[config.mk]
export PLATFORM = sky130hd
export DESIGN_NAME = operand_forward_wb
export DESIGN_NICKNAME = d
export VERILOG_FILES = /design/src/rtl/operand_forward_wb.sv
export SDC_FILE = /design/constraint.sdc
export NUM_CORES = 1
export LEC_CHECK = 0
export CELL_PAD_IN_SITES_DETAIL_PLACEMENT = 1
export CELL_PAD_IN_SITES_GLOBAL_PLACEMENT = 1
export CORE_ASPECT_RATIO = 1.4
export CORE_UTILIZATION = 40
export CTS_BUF_LIST = sky130_fd_sc_hd__clkbuf_8 sky130_fd_sc_hd__clkbuf_16
export DETAILED_ROUTE_END_ITERATION = 8
export GPL_ROUTABILITY_DRIVEN = 0
export GPL_TIMING_DRIVEN = 0
export HOLD_SLACK_MARGIN = 0.05
export PLACE_DENSITY = 0.74
export SLEW_MARGIN = 30
export SYNTH_ARGS = -nofsm -noshare
export SYNTH_HDL_FRONTEND = slang
export SYNTH_SLANG_ARGS = --single-unit
[constraint.sdc]
create_clock -name Clk -period 2.2 [get_ports Clk]
set_input_delay 0.44 -clock Clk [delete_from_list [all_inputs] [get_ports Clk]]
set_output_delay 0.44 -clock Clk [all_outputs]
set_load 0.005 [all_outputs]
[src/rtl/operand_forward_wb.sv]
`default_nettype none
// ============================================================================
//  Module   : operand_forward_wb
//  Purpose  : ID register-file read, ID/EX operand latch, EX operand
//             forwarding and EX/MEM -> MEM/WB -> regfile writeback for the
//             8-bit mov/add pipeline. Option macro: FORWARD_EN (bypass muxes
//             enabled, no stalls); undefined -> stall-on-hazard, no bypass.
//  Revision : 1.0  initial release
// ============================================================================
module operand_forward_wb #(
    parameter int DATA_W = 8,
    parameter int REG_AW = 3
) (
    input  logic              Clk,
    input  logic              Reset_n,
    input  logic              Valid_ID,
    input  logic [REG_AW-1:0] Rs1_Addr_ID,
    input  logic [REG_AW-1:0] Rs2_Addr_ID,
    input  logic [REG_AW-1:0] Rd_Addr_ID,
    input  logic              Reg_Write_ID,
    input  logic [DATA_W-1:0] ALU_Result,
    output logic [DATA_W-1:0] Data1_Final,
    output logic [DATA_W-1:0] Data2_Final,
    output logic              Stall,
    output logic              WB_En,
    output logic [REG_AW-1:0] WB_Addr,
    output logic [DATA_W-1:0] WB_Data
);

    localparam int c_NUM_REGS = 2 ** REG_AW;

    logic [DATA_W-1:0] r_regs [c_NUM_REGS];

    // ID/EX
    logic              r_ie_v;
    logic [REG_AW-1:0] r_ie_rd;
    logic              r_ie_we;
    logic [DATA_W-1:0] r_ie_d1;
    logic [DATA_W-1:0] r_ie_d2;
`ifdef FORWARD_EN
    logic [REG_AW-1:0] r_ie_rs1;
    logic [REG_AW-1:0] r_ie_rs2;
`endif
    // EX/MEM
    logic              r_em_v;
    logic [REG_AW-1:0] r_em_rd;
    logic              r_em_we;
    logic [DATA_W-1:0] r_em_res;
    // MEM/WB
    logic              r_mw_v;
    logic [REG_AW-1:0] r_mw_rd;
    logic              r_mw_we;
    logic [DATA_W-1:0] r_mw_res;

    logic              w_em_eff;
    logic              w_mw_eff;
    logic              w_stall;
    logic [DATA_W-1:0] w_rd1;
    logic [DATA_W-1:0] w_rd2;

    assign w_em_eff = r_em_v & r_em_we & (r_em_rd != '0);
    assign w_mw_eff = r_mw_v & r_mw_we & (r_mw_rd != '0);

    // Write-through read: a same-cycle writeback to the addressed register wins
    always_comb begin
        w_rd1 = r_regs[Rs1_Addr_ID];
        w_rd2 = r_regs[Rs2_Addr_ID];
        if (Rs1_Addr_ID == '0)
            w_rd1 = '0;
        else if (w_mw_eff && (r_mw_rd == Rs1_Addr_ID))
            w_rd1 = r_mw_res;
        if (Rs2_Addr_ID == '0)
            w_rd2 = '0;
        else if (w_mw_eff && (r_mw_rd == Rs2_Addr_ID))
            w_rd2 = r_mw_res;
    end

    always_ff @(posedge Clk or negedge Reset_n) begin
        if (!Reset_n) begin
            for (int i = 0; i < c_NUM_REGS; i++)
                r_regs[i] <= '0;
        end else if (w_mw_eff) begin
            r_regs[r_mw_rd] <= r_mw_res;
        end
    end

    always_ff @(posedge Clk or negedge Reset_n) begin
        if (!Reset_n) begin
            r_ie_v   <= 1'b0;
            r_ie_rd  <= '0;
            r_ie_we  <= 1'b0;
            r_ie_d1  <= '0;
            r_ie_d2  <= '0;
`ifdef FORWARD_EN
            r_ie_rs1 <= '0;
            r_ie_rs2 <= '0;
`endif
            r_em_v   <= 1'b0;
            r_em_rd  <= '0;
            r_em_we  <= 1'b0;
            r_em_res <= '0;
            r_mw_v   <= 1'b0;
            r_mw_rd  <= '0;
            r_mw_we  <= 1'b0;
            r_mw_res <= '0;
        end else begin
            r_ie_v   <= Valid_ID & ~w_stall;
            r_ie_rd  <= Rd_Addr_ID;
            r_ie_we  <= Reg_Write_ID;
            r_ie_d1  <= w_rd1;
            r_ie_d2  <= w_rd2;
`ifdef FORWARD_EN
            r_ie_rs1 <= Rs1_Addr_ID;
            r_ie_rs2 <= Rs2_Addr_ID;
`endif
            r_em_v   <= r_ie_v;
            r_em_rd  <= r_ie_rd;
            r_em_we  <= r_ie_we;
            r_em_res <= ALU_Result;
            r_mw_v   <= r_em_v;
            r_mw_rd  <= r_em_rd;
            r_mw_we  <= r_em_we;
            r_mw_res <= r_em_res;
        end
    end

`ifdef FORWARD_EN
    // Youngest producer (EX/MEM) takes priority over MEM/WB
    always_comb begin
        Data1_Final = r_ie_d1;
        Data2_Final = r_ie_d2;
        if (w_em_eff && (r_em_rd == r_ie_rs1))
            Data1_Final = r_em_res;
        else if (w_mw_eff && (r_mw_rd == r_ie_rs1))
            Data1_Final = r_mw_res;
        if (w_em_eff && (r_em_rd == r_ie_rs2))
            Data2_Final = r_em_res;
        else if (w_mw_eff && (r_mw_rd == r_ie_rs2))
            Data2_Final = r_mw_res;
    end

    assign w_stall = 1'b0;
`else
    logic w_ie_eff;
    logic w_hit1;
    logic w_hit2;

    assign w_ie_eff = r_ie_v & r_ie_we & (r_ie_rd != '0);

    // MEM/WB producers are covered by the write-through read, so never stall on them
    assign w_hit1 = (Rs1_Addr_ID != '0) &
                    ((w_ie_eff & (r_ie_rd == Rs1_Addr_ID)) |
                     (w_em_eff & (r_em_rd == Rs1_Addr_ID)));
    assign w_hit2 = (Rs2_Addr_ID != '0) &
                    ((w_ie_eff & (r_ie_rd == Rs2_Addr_ID)) |
                     (w_em_eff & (r_em_rd == Rs2_Addr_ID)));

    assign w_stall     = Valid_ID & (w_hit1 | w_hit2);
    assign Data1_Final = r_ie_d1;
    assign Data2_Final = r_ie_d2;
`endif

    assign Stall   = w_stall;
    assign WB_En   = w_mw_eff;
    assign WB_Addr = r_mw_rd;
    assign WB_Data = r_mw_res;

endmodule
`default_nettype wire
==> results.cfg <==
[sta]
setup_viol = 0
layout_setup_ws_ns = 0.107
rsz0062_at_grt = no
skew_ns = 0.00754
fin_crit_sh = 0.951
worst_slew_pin_slew_ns = 0.760
drv_slew = 0
slew_headroom = 0.493
final_hold_viol_count = 0
period_needed_ns = 2.09
timing.fmax_mhz = 478
setup-tns-final_ns = 0

[power]
power_switching_w = 0.00143
sw_frac_of_total = 0.256
power_frac_comb = 0.208
vdd_ir_drop_max_v = 0.000421
internal_power_w = 0.00417
clkPwrFrac = 0.315
power_frac_seq = 0.477
leakagePower_nw = 2.61
cellPowerDensity_mw_per_mm2 = 899

[cts]
numCtsBuffers = 9
cts_root_buf = clkbuf_16
ctsHtreeMaxLevel = 3
clk_transition_reported_paths_ns = 0.07
hold_buffers = 0
cts_tree = yes
clk_latency_ns = 0.35
clockBufferDepth = 2
clock_sinks = 111

[setup_path]
critical_path_class = in2out
arrival_ns = 1.65
critPathLaunchType = primary input
r2r-end = r_regs[25]
rr_startpoint = WB_Addr[0]
reg2reg_depth = 5
end_kind = output port
cp_max_fo = 10
rrSetupSlack_ns = 0.19
critPathRequiredTime_ns = 1.76

[routing]
drt_iter0_drc = 128
drc = 0
antenna_left = 0
post_drt_wl_per_cell_um = 23.1
via_count = 3064
drt-pass1-iter-count = 4
vias_per_cell = 5.68
wl_um = 12400

[global_route]
grt_pass1_wl_um = 20000
grt_overflow_total = 0
use_met1 = 0.252
grt_pass1_vias = 3414
top_usage_layer = met2
grt_use_met2 = 0.363
antenna_found_initial = 0
grt_max_degree = 58
grt_usage = 0.208
grt_util_met3 = 0.0404

[synthesis]
synth_flop_cell = dfrtp_1
yosysTopAreaCell = dfrtp_1
yosys.cell_count.top_type = dfrtp_1
async_reset_ff_frac = 1.00
syn_area_sq_mm = 0.00505
syn_nets = 337
synth_edf_count = 0
yosys-top-cells-area = dfrtp_1 (55%), mux4_2 (14%), mux2_2 (12%)
synthCells = 316
yosysWarnings = 0
yosys-top-cells-count = dfrtp_1 (111), mux2_2 (56), mux4_2 (32)
yosysSeqAreaShare = 0.550
synth_top_area_share = 0.550
synth.distinct_cells = 30
synth_seq_cells = 111
avgSynthCellArea_sq_um = 16.0

[die]
io_pins = 50
start_util = 0.410
core_region_area_sq_mm = 0.0123
die_area_sq_mm = 0.0131
rows = 48
die_y_um = 135
die_w_um = 96.9

[final_layout]
area_delta_synth_final_pct = 23.4
num_antenna_cells = 0
nets = 405
regArea_sq_mm = 0.00278
fillers = 1200
instances_no_fill = 539
drive_above_1_share = 0.401
multi_input_area_sq_mm = 0.00218

[placed_design]
dp_worst_setup_slack_ns = -1.05
dp_hpwl_um = 8030
portBuffers = 47
place_inst = 514

[run]
cap_violations = 0

[status]
status = completed

[hold_path]
hold_path.class = in2async
[final cells by class]
class | instances | area share
buffer | 23 | 0.0311
clock inverter | 7 | 0.0157
timing repair buffer | 58 | 0.0904
multi-input combinational | 180 | 0.350
sequential | 111 | 0.446
inverter | 1 | 0.00100
clock buffer | 9 | 0.0362
tap | 150 | 0.0301
[how the worst max path moves through the flow]
stage                  end      startpoint  cells past startpoint  slack [ns]
3_5_place_dp         Stall  Rs2_Addr_ID[1]                      8       -1.05
4_1_cts              Stall  Rs2_Addr_ID[1]                      8        0.01
6_report             Stall  Rs2_Addr_ID[1]                      8        0.11
5_1_grt              Stall  Rs2_Addr_ID[1]                      8        0.04
3_3_place_gp   r_em_res[6]         Reset_n                      1       -3.49
2_1_floorplan        Stall  Rs1_Addr_ID[1]                      6        0.37
[state kept, by name, indices dropped and copies added (netlist names)]
signal / count
r_em_v: 1
Data1_Final: 8
r_ie_rd: 3
WB_Addr: 3
r_em_res: 8
r_ie_v: 1
r_mw_v: 1
r_ie_we: 1
r_em_we: 1
r_mw_we: 1
r_regs: 64
WB_Data: 8
r_em_rd: 3
Data2_Final: 8
[power groups by stage]
stage	clock network [W]	registers (W)	logic (W)
floorplan	0	0.00263	0.000720
global placement	0	0.00267	0.00110
detailed placement	0	0.00271	0.00114
CTS	0.00180	0.00267	0.00118
global route	0.00189	0.00273	0.00125
finish	0.00176	0.00267	0.00117
[cells by family after synthesis]
family,count (synthesis),share of synthesized area
buffers and inverters,25,0.0320
multiplexers,104,0.300
AND/OR/NAND/NOR,36,0.0488
AO/OA/AOI/OAI,22,0.0379
flip-flops,111,0.550
XOR/XNOR,18,0.0312
[critical path: stages]
cell	delay (ns)
dlygate4sd2_1	0.27
buf_6	0.14
buf_12	0.15
xnor2_2	0.15
nand3_1	0.11
a21oi_2	0.16
o21a_1	0.13
clkbuf_2	0.10
[cells in the final DEF (no fill, tap or decap), types with 3 or more instances in the layout]
master and instances:
dlygate4sd2_1 5, mux2_2 56, xnor2_2 3, nor2_2 3, mux4_2 32, clkbuf_16 9
mux2i_1 16, buf_2 5, clkdlybuf4s50_1 40, nor2_1 16, nor3_4 3, buf_6 6
buf_12 3, a211oi_1 14, nand3_1 3, dfrtp_1 111, xnor2_1 14, clkbuf_1 8
buf_4 11
[timing repair]
action,4_1_cts,5_1_grt
buffers inserted,8,2
gates resized for setup,31,3
setup endpoints to repair,2,1
pin swaps,7,4
cloned,0,0
[per-layer routing]
| layer | vias up | wire (um) |
|---|---|---|
| met5 | - | 0 |
| met4 | 0 | 329 |
| met3 | 22 | 609 |
| met2 | 88 | 6700 |
| met1 | 1647 | 4810 |
| li1 | 1307 | - |
[metrics by stage]
step / utilization / hold WS, ns / instance area (sq um) / power, W
finish: 0.506 / 0.0356 / 6230 / 0.00560
global route: 0.506 / 0.0861 / 6230 / 0.00587
floorplan: - / 0.144 / 5050 / 0.00335
global placement: 0.463 / 0.331 / 5700 / 0.00376
detailed placement: 0.467 / 0.336 / 5750 / 0.00385
CTS: 0.505 / 0.0608 / 6220 / 0.00566
No activity file was read; power rests on OpenSTA's default activity.
==> edit 1, RTL diff (same settings) <==
Add a define of `FORWARD_EN`.
--- a/src/rtl/operand_forward_wb.sv
+++ b/src/rtl/operand_forward_wb.sv
@@ -9,2 +9,4 @@
 // ============================================================================
+`define FORWARD_EN
+
 module operand_forward_wb #(
Function: changed (a bounded check fails within 4 cycles, from zero or initial values and one cycle with Reset_n low).
==> edit 1 against the original RTL <==
- the flow now finishes with violations (setup timing)
- worst setup slack got worse by 0.59 ns
- routed wire length increased by 30%
- power increased by 20%
- sequential cell count increased by 6
- synthesized area increased by 8.7%
- design area increased by 15%
- clock skew about the same
==> edit 1: results (changes against the original RTL) <==
| Metric | Value |
|---|---|
| Outcome | `finished, violations left` |
| Failing checks | `setup timing` |
| Register area share after synthesis | `0.534 (-0.0166)` |
| Total CTS buffers | `17 (+8)` |
| Fillers | `1356 (+13%)` |
| Reg-to-reg startpoint | `WB_Addr[2]` |
| Placed cells | `608 (+18%)` |
| Initial DRC count | `140 (+9.4%)` |
| Cell leakage power | `3.15 nW (+21%)` |
| Via count | `3736 (+22%)` |
| Mapped Nets | `398 (+18%)` |
| # H-tree levels | `4 (+1)` |
| Wl on met1 | `6120 um (+27%)` |
| Worst setup margin | `-0.483 ns (-0.589 ns)` |
| Met2 wire length | `9230 um (+38%)` |
| Clk_skew | `0.00711 ns (-0.000428 ns)` |
| R2R depth | `10 (+5)` |
| Post-synth top cells | `dfrtp_1 (117), mux2_2 (56), mux2i_1 (32), mux4_2 (32), nor2_1 (32)` |
| Via/cell ratio | `5.54 (-2.5%)` |
| R2R setup slack | `0.06 ns (-0.13 ns)` |
| Critical R2R Capture | `r_ie_d2[6]` |
| Worst path arrival time | `2.24 ns (+0.59 ns)` |
| Synthesized netlist cell count | `377 (+19%)` |
| Setup violations, final | `16 (+16)` |
| Top cells by area, synth | `dfrtp_1 (53%), mux4_2 (13%), mux2_2 (11%)` |
| Vias in the first global route | `4272 (+25%)` |
| Cell variety after synth | `25 (-17%)` |
| GRT Overall Usage | `0.239 (+0.0313)` |
| Normalized max-slew margin | `0.385 (-0.108)` |
==> edit 1: kinds of logic after synthesis <==
group / count (synthesis) / synth area share
AO/OA/AOI/OAI: 34 / 0.0431
XOR/XNOR: 18 / 0.0287
buffers and inverters: 36 / 0.0333
flip-flops: 117 / 0.534
multiplexers: 120 / 0.305
other: 1 / 0.000684
AND/OR/NAND/NOR: 51 / 0.0554
==> edit 1: critical path, stage by stage, from the launching register on <==
cell and delay, ns:
dfrtp_1 0.39, buf_6 0.14, o311ai_4 0.35, inv_4 0.11, nand4_4 0.21, buf_6 0.13, mux2i_1 0.23, a21oi_1 0.11
buf_2 0.14
==> edit 1: stage by stage <==
stage	power [mW]	setup slack [ns]	hold WS, ns	setup TNS [ns]	utilization
finish	6.72	-0.483	0.347	-6.44	0.536
global route	6.97	-0.503	0.353	-7.33	0.536
CTS	6.67	-0.406	0.350	-5.36	0.527
detailed placement	3.99	-0.587	0.336	-15.70	0.465
global placement	3.90	-3.71	0.333	-447.33	0.463
floorplan	3.48	0.263	0.144	0	-
==> edit 1: how the worst max path moves through the flow <==
stage                          start              to  slack (ns)  cells after the start
after floorplan           WB_Addr[1]  Data1_Final[0]        0.26                      6
after global placement       Reset_n          r_ie_v       -3.71                      1
after detailed placement  r_em_rd[0]  Data2_Final[2]       -0.59                      6
after CTS                 WB_Addr[1]  Data2_Final[3]       -0.41                      8
after global routing      WB_Addr[2]  Data1_Final[2]       -0.50                      8
final                     WB_Addr[2]  Data1_Final[2]       -0.48                      8
==> edit 1: final cells by class <==
type,instances,area [um2],share of cell area
flip-flops and latches,117,2930,0.409
multi-input cells,224,2440,0.340
clock buffers,20,467,0.0651
plain buffers,35,220,0.0307
clock inverters,11,110,0.0154
repair buffers,84,769,0.107
well taps,182,228,0.0318
inverters,1,6.26,0.000873
==> edit 1: where the power goes <==
part | switching (mW) | leakage (nW) | internal [mW]
Clock | 0.986 | 0.286 | 1.73
Combinational | 0.516 | 1.43 | 0.716
Sequential | 0.267 | 1.43 | 2.51
Total | 1.77 | 3.15 | 4.96
==> edit 1: timing repair <==
item	4_1_cts	5_1_grt
endpoints found under the hold margin	47	0
gates cloned	2	0
setup buffers	25	7
hold buffers	1	0
pin swaps	20	10
setup endpoints to repair	41	35
gates resized for setup	100	8
==> edit 1: routing by layer <==
metal	vias to the layer above	GRT usage
li1	1595	-
met1	2019	0.259
met2	87	0.445
met3	35	0.0349
met4	0	0.121
met5	-	0
==> edit 2, RTL diff (config.mk and constraints unchanged) <==
Without the edit above. Make the reset (`Reset_n`) synchronous in 2 clocked blocks.
--- a/src/rtl/operand_forward_wb.sv
+++ b/src/rtl/operand_forward_wb.sv
@@ -77,3 +77,3 @@
 
-    always_ff @(posedge Clk or negedge Reset_n) begin
+    always_ff @(posedge Clk) begin
         if (!Reset_n) begin
@@ -86,3 +86,3 @@
 
-    always_ff @(posedge Clk or negedge Reset_n) begin
+    always_ff @(posedge Clk) begin
         if (!Reset_n) begin
Function: differs if Reset_n is asserted again (counterexample within 4 cycles, from zero or initial values and one cycle with Reset_n low); with Reset_n held inactive, the same outputs for 4 cycles.
==> edit 2 against the original RTL <==
- the run now ends with DRC, setup timing left
- maximum frequency shrank 7.0%
- worst setup slack lost 0.16 ns
- largest cell class unchanged
- design area grew 1.8%
- sequential cell count is the same
- synthesized area grew 1.6%
- routed wire length grew 17%
- clock skew shrank 0.0013 ns
- critical path type is now input port to flip-flop
- first-iteration DRC count grew 61%
- register-to-register slack gained 0.05 ns
- final cell count grew 10%
- synthesized cell count grew 15%
Power is not compared: it rests on default switching activity, and its combinational part moved more than twofold at a synthesized area within 25%.
==> edit 2: results (changes against the original RTL) <==
| Metric | Value |
|---|---|
| Outcome | `finished, violations left` |
| Failing checks | `DRC, setup timing` |
| Final #Nets | `459 (+13%)` |
| GRT Overall Usage | `0.231 (+0.0231)` |
| First-pass GRT wire length | `21600 um (+7.6%)` |
| Drt total wl | `14500 um (+17%)` |
| Place WS | `-0.835 ns (+0.213 ns)` |
| Fillers | `1221 (+1.8%)` |
| EDFF count, synth | `64 (+64)` |
| R2R depth | `4 (-1)` |
| Crit path max fanout | `8 (-2)` |
| Setup violations, final | `16 (+16)` |
| Worst path arrival time | `2.47 ns (+0.82 ns)` |
| 1st-pass router iterations | `6 (+2)` |
| Critical path's slowest cell | `nor2_1` |
| Normalized max-slew margin | `0.494 (+0.00101)` |
| Cell variety after synth | `33 (+10%)` |
| Setup TNS Final | `-0.498 ns (-0.498 ns)` |
| Largest net degree at the start of global routing | `19 (-67%)` |
| CP peak stage delay | `0.68 ns (+0.41 ns)` |
| DP Wirelength | `9670 um (+21%)` |
| Clk_skew | `0.00628 ns (-0.00125 ns)` |
| Initial DRC count | `206 (+61%)` |
| Top cells by area, synth | `edfxtp_1 (37%), dfxtp_1 (18%), and2_1 (10%)` |
| Post-DP Area | `5840 um2 (+1.5%)` |
| Residual DRC | `8 (+8)` |
| Register area share after synthesis | `0.558 (+0.00786)` |
| Post-synth top cells | `and2_1 (86), edfxtp_1 (64), dfxtp_1 (47)` |
| Async set-reset flop share out of synthesis | `0 (-1.00)` |
| Vias in the first global route | `3709 (+8.6%)` |
| Worst setup margin | `-0.0513 ns (-0.158 ns)` |
| CP delay by family, top | `simple AND/OR/NAND/NOR gates` |
| Layout cells sized above 1 | `0.183 (-0.218)` |
==> edit 2: cell count changes after synthesis, moves of 5 or more <==
cell | before | now
dfxtp_1 | 0 | 47
mux2_2 | 56 | 0
mux4_2 | 32 | 15
mux4_1 | 0 | 17
a21oi_1 | 2 | 17
o31ai_1 | 0 | 16
nand2b_1 | 0 | 5
dfrtp_1 | 111 | 0
a211oi_1 | 14 | 0
edfxtp_1 | 0 | 64
and2_1 | 0 | 86
nor2_1 | 16 | 5
==> edit 2: final cells by class <==
class | count | area share
plain buffers | 21 | 0.0296
flip-flops and latches | 111 | 0.451
inverters | 1 | 0.000592
well taps | 150 | 0.0296
clock buffers | 9 | 0.0355
clock inverters | 7 | 0.0148
repair buffers | 58 | 0.0860
multi-input cells | 236 | 0.353
==> edit 2: path summary, 6_finish.rpt <==
check,from,slack [ns],end
hold / removal,r_em_res[2],0.44,WB_Data[2]
setup reg to reg,r_mw_v,0.24,r_regs[3][2]
hold reg to reg,r_em_res[2],0.44,WB_Data[2]
setup / recovery,Reset_n,-0.05,r_regs[3][2]
==> edit 2: cell families after synthesis <==
logic type | synth area share
flops | 0.558
buf+inv | 0.0329
other cells | 0.000731
xor+xnor | 0.0273
compound gates | 0.0573
simple gates | 0.139
mux | 0.184
==> edit 2: timing repair <==
action                                  in CTS  in global routing
setup buffers                                7                  4
pin swaps                                    4                  5
endpoints found under the setup margin      35                 65
endpoints found under the hold margin        0                  0
gates resized for setup                     27                 10
==> edit 2: power breakdown <==
| part | leakage (nW) | switching (mW) | internal, mW |
|---|---|---|---|
| sequential | 1.03 | 0.0630 | 2.29 |
| combinational | 1.16 | 0.219 | 0.257 |
| clock | 0.154 | 0.769 | 1.00 |
==> edit 2: metrics by stage <==
step / hold slack [ns] / util / power, mW / std cells
floorplan: 0.412 / - / 2.64 / 370
global placement: 0.414 / 0.467 / 2.83 / 567
detailed placement: 0.420 / 0.470 / 2.85 / 567
CTS: 0.437 / 0.505 / 4.61 / 589
global route: 0.455 / 0.510 / 4.73 / 593
finish: 0.437 / 0.510 / 4.60 / 593
==> edit 2: routing by layer <==
| metal | up-vias | GRT usage | routed length, um |
|---|---|---|---|
| met1 | 1673 | 0.243 | 5180 |
| met3 | 45 | 0.0401 | 778 |
| li1 | 1504 | - | - |
| met5 | - | 0 | 0 |
| met2 | 139 | 0.411 | 7820 |
| met4 | 0 | 0.179 | 752 |
